[src/rtl/sram_data_responder_pkg.sv]
// Shared definitions for the SRAM data responder: FSM encoding, default window base,
// and state-classification helpers.
package sram_data_responder_pkg;

    localparam logic [31:0] DEFAULT_BASE_ADDR = 32'd1024;

    typedef enum logic [2:0] {
        ST_IDLE  = 3'd0,
        ST_RD_LO = 3'd1,
        ST_RD_HI = 3'd2,
        ST_WR_LO = 3'd3,
        ST_WR_HI = 3'd4,
        ST_DONE  = 3'd5
    } state_t;

    function automatic logic is_phase(input state_t s);
        return (s == ST_RD_LO) || (s == ST_RD_HI) || (s == ST_WR_LO) || (s == ST_WR_HI);
    endfunction

    function automatic logic is_write_phase(input state_t s);
        return (s == ST_WR_LO) || (s == ST_WR_HI);
    endfunction

endpackage

[src/rtl/sram_data_responder_wait_counter.sv]
// Per-phase wait counter: counts 0..WAIT_CYCLES-1 and flags the final cycle, both for
// the current cycle and (looking ahead) for the cycle after the next edge.
module sram_data_responder_wait_counter #(
    parameter int WAIT_CYCLES = 2
) (
    input  logic clk,
    input  logic rst,
    input  logic i_clear,
    output logic o_tc,
    output logic o_last_next
);

    localparam int CW = (WAIT_CYCLES > 1) ? $clog2(WAIT_CYCLES) : 1;
    localparam logic [CW-1:0] LAST = CW'(WAIT_CYCLES - 1);

    logic [CW-1:0] r_count;
    logic [CW-1:0] w_count_next;

    assign w_count_next = i_clear ? '0 : r_count + CW'(1);
    assign o_tc         = (r_count == LAST);
    assign o_last_next  = (w_count_next == LAST);

    always_ff @(posedge clk) begin
        if (rst) begin
            r_count <= '0;
        end else begin
            r_count <= w_count_next;
        end
    end

endmodule

[src/rtl/sram_data_responder.sv]
// MEM-stage data-memory responder: serves 32-bit loads/stores from a 16-bit SRAM as two
// half-word accesses, stalling the pipeline through ready while an access is in flight.
module sram_data_responder
    import sram_data_responder_pkg::*;
#(
    parameter logic [31:0] BASE_ADDR   = DEFAULT_BASE_ADDR,
    parameter int          SRAM_AW     = 18,
    parameter int          WAIT_CYCLES = 2
) (
    input  logic               clk,
    input  logic               rst,
    input  logic               rd_en,
    input  logic               wr_en,
    input  logic [31:0]        address,
    input  logic [31:0]        write_data,
    output logic [31:0]        read_data,
    output logic               ready,
    output logic [SRAM_AW-1:0] sram_addr,
    output logic [15:0]        sram_dq_out,
    input  logic [15:0]        sram_dq_in,
    output logic               sram_dq_oe,
    output logic               sram_we_n
);

    localparam int WW = SRAM_AW - 1;

    state_t             r_state;
    state_t             w_state_next;
    logic [WW-1:0]      r_word;
    logic [31:0]        r_wdata;
    logic [31:0]        w_offset;
    logic [WW-1:0]      w_word_sel;
    logic [31:0]        w_wdata_sel;
    logic               w_tc;
    logic               w_last_next;
    logic               w_cnt_clear;
    logic               w_unused_bits;
    logic [SRAM_AW-1:0] w_addr_next;
    logic [15:0]        w_dq_next;
    logic               w_oe_next;
    logic               w_we_n_next;

    assign w_offset      = address - BASE_ADDR;
    assign w_unused_bits = ^{w_offset[31:SRAM_AW+1], w_offset[1:0]};
    assign ready         = ~(rd_en | wr_en) | (r_state == ST_DONE);
    assign w_cnt_clear   = ~is_phase(r_state) | w_tc;

    sram_data_responder_wait_counter #(
        .WAIT_CYCLES (WAIT_CYCLES)
    ) u_wait_counter (
        .clk         (clk),
        .rst         (rst),
        .i_clear     (w_cnt_clear),
        .o_tc        (w_tc),
        .o_last_next (w_last_next)
    );

    always_ff @(posedge clk) begin
        if (rst) begin
            r_state <= ST_IDLE;
        end else begin
            r_state <= w_state_next;
        end
    end

    always_comb begin
        w_state_next = r_state;
        unique case (r_state)
            ST_IDLE: begin
                if (wr_en) begin
                    w_state_next = ST_WR_LO;
                end else if (rd_en) begin
                    w_state_next = ST_RD_LO;
                end
            end
            ST_RD_LO: if (w_tc) w_state_next = ST_RD_HI;
            ST_RD_HI: if (w_tc) w_state_next = ST_DONE;
            ST_WR_LO: if (w_tc) w_state_next = ST_WR_HI;
            ST_WR_HI: if (w_tc) w_state_next = ST_DONE;
            ST_DONE:  w_state_next = ST_IDLE;
            default:  w_state_next = ST_IDLE;
        endcase
    end

    // SRAM pins are registered, so they are decoded from the state about to be entered;
    // in IDLE the word index and store data come straight from the request.
    always_comb begin
        w_word_sel  = (r_state == ST_IDLE) ? w_offset[SRAM_AW:2] : r_word;
        w_wdata_sel = (r_state == ST_IDLE) ? write_data : r_wdata;
        w_addr_next = sram_addr;
        w_dq_next   = sram_dq_out;
        w_oe_next   = 1'b0;
        w_we_n_next = 1'b1;
        case (w_state_next)
            ST_RD_LO: w_addr_next = {w_word_sel, 1'b0};
            ST_RD_HI: w_addr_next = {w_word_sel, 1'b1};
            ST_WR_LO: begin
                w_addr_next = {w_word_sel, 1'b0};
                w_dq_next   = w_wdata_sel[15:0];
            end
            ST_WR_HI: begin
                w_addr_next = {w_word_sel, 1'b1};
                w_dq_next   = w_wdata_sel[31:16];
            end
            default: ;
        endcase
        if (is_write_phase(w_state_next)) begin
            w_oe_next   = 1'b1;
            w_we_n_next = w_last_next;
        end
    end

    always_ff @(posedge clk) begin
        if (rst) begin
            r_word      <= '0;
            r_wdata     <= '0;
            read_data   <= '0;
            sram_addr   <= '0;
            sram_dq_out <= '0;
            sram_dq_oe  <= 1'b0;
            sram_we_n   <= 1'b1;
        end else begin
            if ((r_state == ST_IDLE) && (w_state_next != ST_IDLE)) begin
                r_word  <= w_word_sel;
                r_wdata <= write_data;
            end
            if ((r_state == ST_RD_LO) && w_tc) begin
                read_data[15:0] <= sram_dq_in;
            end
            if ((r_state == ST_RD_HI) && w_tc) begin
                read_data[31:16] <= sram_dq_in;
            end
            sram_addr   <= w_addr_next;
            sram_dq_out <= w_dq_next;
            sram_dq_oe  <= w_oe_next;
            sram_we_n   <= w_we_n_next;
        end
    end

endmodule

[config.mk]
export PLATFORM = sky130hd
export DESIGN_NAME = sram_data_responder
export DESIGN_NICKNAME = d
export VERILOG_FILES = /design/src/rtl/sram_data_responder_pkg.sv /design/src/rtl/sram_data_responder_wait_counter.sv /design/src/rtl/sram_data_responder.sv
export SDC_FILE = /design/constraint.sdc
export NUM_CORES = 1
export LEC_CHECK = 0
export ABC_AREA = 1
export BUFFER_PORTS_ARGS = -buffer_cell sky130_fd_sc_hd__buf_2
export CORE_ASPECT_RATIO = 1.75
export CORE_UTILIZATION = 52
export DETAILED_ROUTE_END_ITERATION = 8
export PLACE_DENSITY = 0.8
export SKIP_LAST_GASP = 1
export SLEW_MARGIN = 20
export SYNTH_ARGS = -nofsm -noshare
export SYNTH_HDL_FRONTEND = slang
export SYNTH_SLANG_ARGS = --single-unit
[constraint.sdc]
create_clock -name clk -period 2.26 [get_ports clk]
set_clock_uncertainty 0.2 [all_clocks]
set_input_delay 0.678 -clock clk [delete_from_list [all_inputs] [get_ports clk]]
set_output_delay 0.678 -clock clk [all_outputs]
set_load 0.02 [all_outputs]
# Word level (Yosys, flattened, before mapping)
# Cells that the tools add are included.
[op_classes] addsub=2 eq_ne=9 muxes=12 n_bitwise=6 reduce_logical=15
[ops] cell="$pmux 18 s2" count=1
[ops] cell="$mux 32" count=1
[ops] cell="$pmux 16 s2" count=1
[ops] cell="$sub 19x11->19 const B" count=1
[ops] cell="$mux 17" count=1
[ops] cell="$mux 3" count=5
[ops] cell="$eq 3x2->1 const B" count=4
[ops] cell="$pmux 3 s4" count=1
[ops] cell="$eq 3x3->1 const B" count=3
[ops] cell="$reduce_or 2->1" count=4
[ops] cell="$eq 3x1->1 const B" count=2
[ops] cell="$logic_or 1x1->1" count=4
[ops] cell="$reduce_bool 2->1" count=2
[ops] cell="$logic_and 1x1->1" count=3
[ops] cell="$logic_not 3->1" count=1
[ops] cell="$not 1->1" count=3
[ops] cell="$or 1x1->1" count=3
[ops] cell="$reduce_bool 3->1" count=1
[ops] cell="$mux 1" count=2
[ops] cell="$add 1x1->1 const B" count=1
[word_totals] register_bits=121 input_bits=84 output_inout_bits=69 wordCells=54

# Logic depth before layout (Yosys ltp)
[logic_depth] word_depth=7 ltp_mapped=12 depth_no_buf=11

# Hierarchy
# Synthesis repeated with hierarchy kept, for this count alone.
[hier_totals] hier_cells=828 hier_area_um2=5480.3
[by_module_without_submodules] mod="sram_data_responder" instances=1 cells_per_inst=822 area_each_um2=5436.5 seq_area_each_um2=2402.3
[by_module_without_submodules] mod="sram_data_responder_wait_counter" instances=1 cells_per_inst=6 area_each_um2=43.8 seq_area_each_um2=20.0

# Least setup slack after synthesis
# Ideal clock, no wire load.
[synth_path] kind="input -> register" startpoint="input port rd_en" endpoint="register sram_dq_out[0]" setup_ns=0.128 t_arrival_ns=1.715 required_time_ns=1.932 slack_ns=0.217 path_stages=12 path_buffers=2 path_cell_list="inv_1 -> nand2_1 -> nand3_4 -> nand2_4 -> nor2_4 -> buf_6 -> nand3_2 -> nand2_4 -> buf_8 -> nor2_2 -> nor2_1 -> nor2_1"
[synth_via] elab_chain_len=5 word_cells_on_any_way=7 classes_between="eq/ne: 2; mux: 4; reduce/logical: 1"
[synth_lines] item="start: declaration" line_no="sram_data_responder.sv:12" rtl="input logic rd_en,"
[synth_lines] item="$mux 3 *" line_no="sram_data_responder.sv:72" rtl="end else if (rd_en) begin"
[synth_lines] item="$mux 3 *" line_no="sram_data_responder.sv:70" rtl="if (wr_en) begin"
[synth_lines] item="$pmux 3 s4 *" line_no="sram_data_responder.sv:68" rtl="unique case (r_state)"
[synth_lines] item="$eq 3x3->1 / $eq 3x2->1 (equally long branches)" line_no="sram_data_responder.sv:94" rtl="case (w_state_next)"
[synth_lines] item="$pmux 16 s2 / $reduce_bool 2->1 (equally long branches)"
[synth_lines] item="end signal: assignment" line_no="sram_data_responder.sv:134" rtl="sram_dq_out <= w_dq_next;"
[synth_lines] item="end: declaration" line_no="sram_data_responder.sv:19" rtl="output logic [15:0] sram_dq_out,"
# Every way passes the cells marked *; elsewhere a longest branch is shown, timed or not.
# A chain may end at the register's enable or synchronous reset.

# Final worst setup path
[layout_path] startpoint="register r_state[0]" endpoint="output port ready"
[layout_via] elab_chain_len=2
[layout_lines] item="start: declaration" line_no="sram_data_responder.sv:27" rtl="state_t r_state;"
[layout_lines] item="start signal: assignment" line_no="sram_data_responder.sv:62" rtl="r_state <= w_state_next;"
[layout_lines] item="$eq 3x3->1" line_no="sram_data_responder.sv:45" rtl="assign ready = ~(rd_en | wr_en) | (r_state == ST_DONE);"
[layout_lines] item="$or 1x1->1" line_no="sram_data_responder.sv:45"
[layout_lines] item="end: declaration" line_no="sram_data_responder.sv:17" rtl="output logic ready,"
# Every way passes these cells.

==> key figures <==
Detailed routing
  – Total wire length: 13300 µm
  – Vias per cell: 5.038
  – DR DRC count: 0
  – DRT iter0 DRCs: 335
  – Detailed-route via count: 5330
  – Post-route ant nets: 0
  – Pre-antenna DRT Iters: 5
  – DR WL/cell: 12.57 µm

Power
  – Internal: 0.005479 W
  – Power per cell area: 1273 nW/µm²
  – Net switching power: 0.003252 W
  – Final Power: 0.008731 W
  – VDD IR-drop max: 0.8060 mV
  – Net Sw Frac: 37.25%
  – Clk pwr share: 29.8%
  – Sequential power share: 32.7%
  – Combinational power share: 37.5%
  – Leakage: 3.329 nW

Finish
  – Commonest non-fill, non-tap cell in the layout: nand2_1
  – Layout Nets: 1004
  – Share of cells above drive strength 1: 23.52%
  – Synthesis-to-layout area growth: 26.49%
  – Final Non-Filler Cells: 1058
  – Inserted Diodes: 0
  – Most frequent cells in the layout: nand2_1, nor2_1, buf_2
  – Post-route cell area: 6859 µm²

STA
  – Hold Vio Cnt, Final: 0
  – Slew Limit Fails: 0
  – Normalized max-slew margin: 25.11%
  – Slew @ Worst Pin: 1.119 ns
  – Tcrit/Tclk final: 96.14%
  – Crit path time final: 2.173 ns
  – Fmax: 460.2 MHz
  – Unrepaired setup endpoints after global routing: false
  – Setup-failing EPs final: 0
  – Total Neg Setup Slack: 0 ns

Worst setup path
  – WP buf/inv: 1
  – RR Startpoint: r_state[0]
  – WP data required: 1.38 ns
  – Worst Path Max Fanout: 4
  – Worst Setup SP: r_state[0]
  – Critical Path AT: 1.29 ns
  – Worst setup SP type: flop
  – CP peak stage delay: 0.43 ns
  – Slowest CP cell: dfxtp_1
  – CP endpoint kind: output port
  – Delay-heaviest family, CP: flip-flops
  – Worst-path cell chain: nand2_1 -> o21ai_0 -> buf_2
  – CP Class: reg2out

Floorplanning
  – Die area: 10860 µm²
  – Core Box Area: 10180 µm²
  – Starting Density: 53.28%
  – Die Height: 137.1 µm
  – Io pins: 153
  – # rows: 49
  – Die width: 79.20 µm

Clock tree
  – CTS tree: built
  – Hold-fix buffers, CTS: 0
  – Inserted Clock Buffers: 17
  – H-tree Lvls: 4
  – Root Buffer: clkbuf_16
  – CTS max path bufs: 2
  – Clk_lat worst skew: 0.41 ns
  – Clock-pin slew on the worst setup and hold paths: 0.05 ns
  – # clock sinks: 121

Worst hold path
  – Hold WC Path Type: reg2reg
  – Hold path startpoint: r_wdata[4]

Synthesis
  – Post-Syn Nets: 873
  – Synth warn: 0
  – Post-synthesis mux area share: 1.477%
  – Synth top area share: 44.67%
  – Synth Register Bits: 121
  – Syn_area_per_cell: 6.882 µm²
  – Post-synthesis cell count: 788
  – Synth area leaders: dfxtp_1, nand2_1, nor2_1
  – Largest family of logic cells by synthesized area: simple AND/OR/NAND/NOR gates
  – Compound-gate portion of the synthesized area: 13.20%
  – Simple-Gate Fraction of Synth Area: 32.21%
  – Synth unique cells: 29
  – Adder-cell share of the synthesized area: 0.2307%
  – Post-Syn Area: 5423 µm²
  – Largest area contributor in the netlist: dfxtp_1
  – Post-synthesis sequential area ratio: 44.67%
  – Xor and xnor area share after synthesis: 0.4845%

Place
  – Placed cell areas: 6284 µm²
  – # port buffers: 137
  – RePlAce Congestion: 0.8373
  – Number of cells after detailed placement: 1027
  – Placed wire-length estimate: 9350 µm

Global routing
  – Vias in the first global route: 4832
  – Total Routing Usage GR: 25.54%
  – First-pass GRT wire length: 21390 µm
  – Initial antenna violation count: 0
  – Largest net degree at the start of global routing: 56
  – Gr ovfl total: 0

Flow run
  – Max_cap viols: 0

Run status
  – Status: finished, final reports clean
repair_timing:
item                                   4_1_cts  5_1_grt
resized for setup                            1        1
setup buffers                                0        0
setup endpoints to repair                    1        1
endpoints found under the hold margin        0        0
per-layer routing:
metal  routed length [µm]  GRT usage (%)  vias to the layer above
li1                     -              -                     2753
met1                 5230          26.80                     2390
met2                 6951          46.12                      153
met4                  411          13.13                        0
met5                    0              0                        -
met3                  705          6.467                       34
path summary, 6_finish.rpt:
kind                     endpoint  slack (ns)  cells after the start
hold reg to reg        r_wdata[4]        0.24                      2
hold / removal         r_wdata[4]        0.24                      2
setup / recovery            ready        0.09                      3
setup reg to reg  sram_dq_out[13]        0.28                     10
flip-flops by register name, summed over array words and instances, names as in the netlist:
register             flops
r_word                  17
sram_dq_out             16
sram_we_n                1
sram_addr               18
u_wait_counter.o_tc      1
r_state                  3
read_data               32
r_wdata                 32
sram_dq_oe               1
synthesized netlist by cell type:
master,n
o21ai_1,1
o211ai_1,1
clkbuf_1,27
nand3b_1,5
dfxtp_1,121
nor2_4,5
nor2_2,11
nand2_1,213
buf_6,2
inv_1,50
o21ai_2,1
nand2_4,3
xor2_1,3
buf_1,2
inv_2,4
nand2_2,4
mux2i_1,8
nand3_4,1
a21oi_1,62
nor2_1,147
buf_2,14
a31oi_1,1
nand3_2,2
nand4_1,17
o21ai_0,74
o21bai_1,1
ha_1,1
buf_8,1
nand3_1,6
worst register-to-register path: stages (launching register included):
cell	delay [ns]
dfxtp_1	0.36
nor2_4	0.23
nand2_4	0.16
inv_2	0.12
nand2_1	0.07
nand2_1	0.12
o21ai_1	0.14
nand2_4	0.26
nor2_1	0.08
nor2_1	0.09
nor2_1	0.04
kinds of logic (layout without fill, tap and decap cells):
family          after synthesis  after routing
compound gates              141            141
xor+xnor                      3              3
fa+ha+maj                     1              1
buf+inv                     100            243
flops                       121            121
mux                           8              8
simple gates                414            414
metrics by stage:
step                      setup WS, ns  hold slack [ns]  utilization [%]
after floorplan                 0.2174           0.2245                -
after global placement         0.06237           0.2323            61.74
after detailed placement       0.01602           0.2358            61.74
after CTS                     0.009508           0.2442            67.38
after global routing          0.003042           0.2578            67.40
final                          0.08726           0.2426            67.40
layout make-up:
| type | instances | area, µm² |
|---|---|---|
| fillers | 920 | 3318 |
| multi-input cells | 567 | 2581 |
| flip-flops and latches | 121 | 2425 |
| repair buffers | 158 | 918.4 |
| clock buffers | 23 | 478.0 |
| inverters | 54 | 202.7 |
| well taps | 127 | 158.9 |
| clock inverters | 8 | 95.09 |
power groups by stage:
stage	Combinational [W]	Sequential [W]	Clock (W)
floorplan	0.00200	0.00322	0
global placement	0.00322	0.00288	0
detailed placement	0.00327	0.00290	0
CTS	0.00329	0.00286	0.00265
global route	0.00365	0.00291	0.00273
finish	0.00327	0.00286	0.00260
Power figures use the tool's default switching activity.
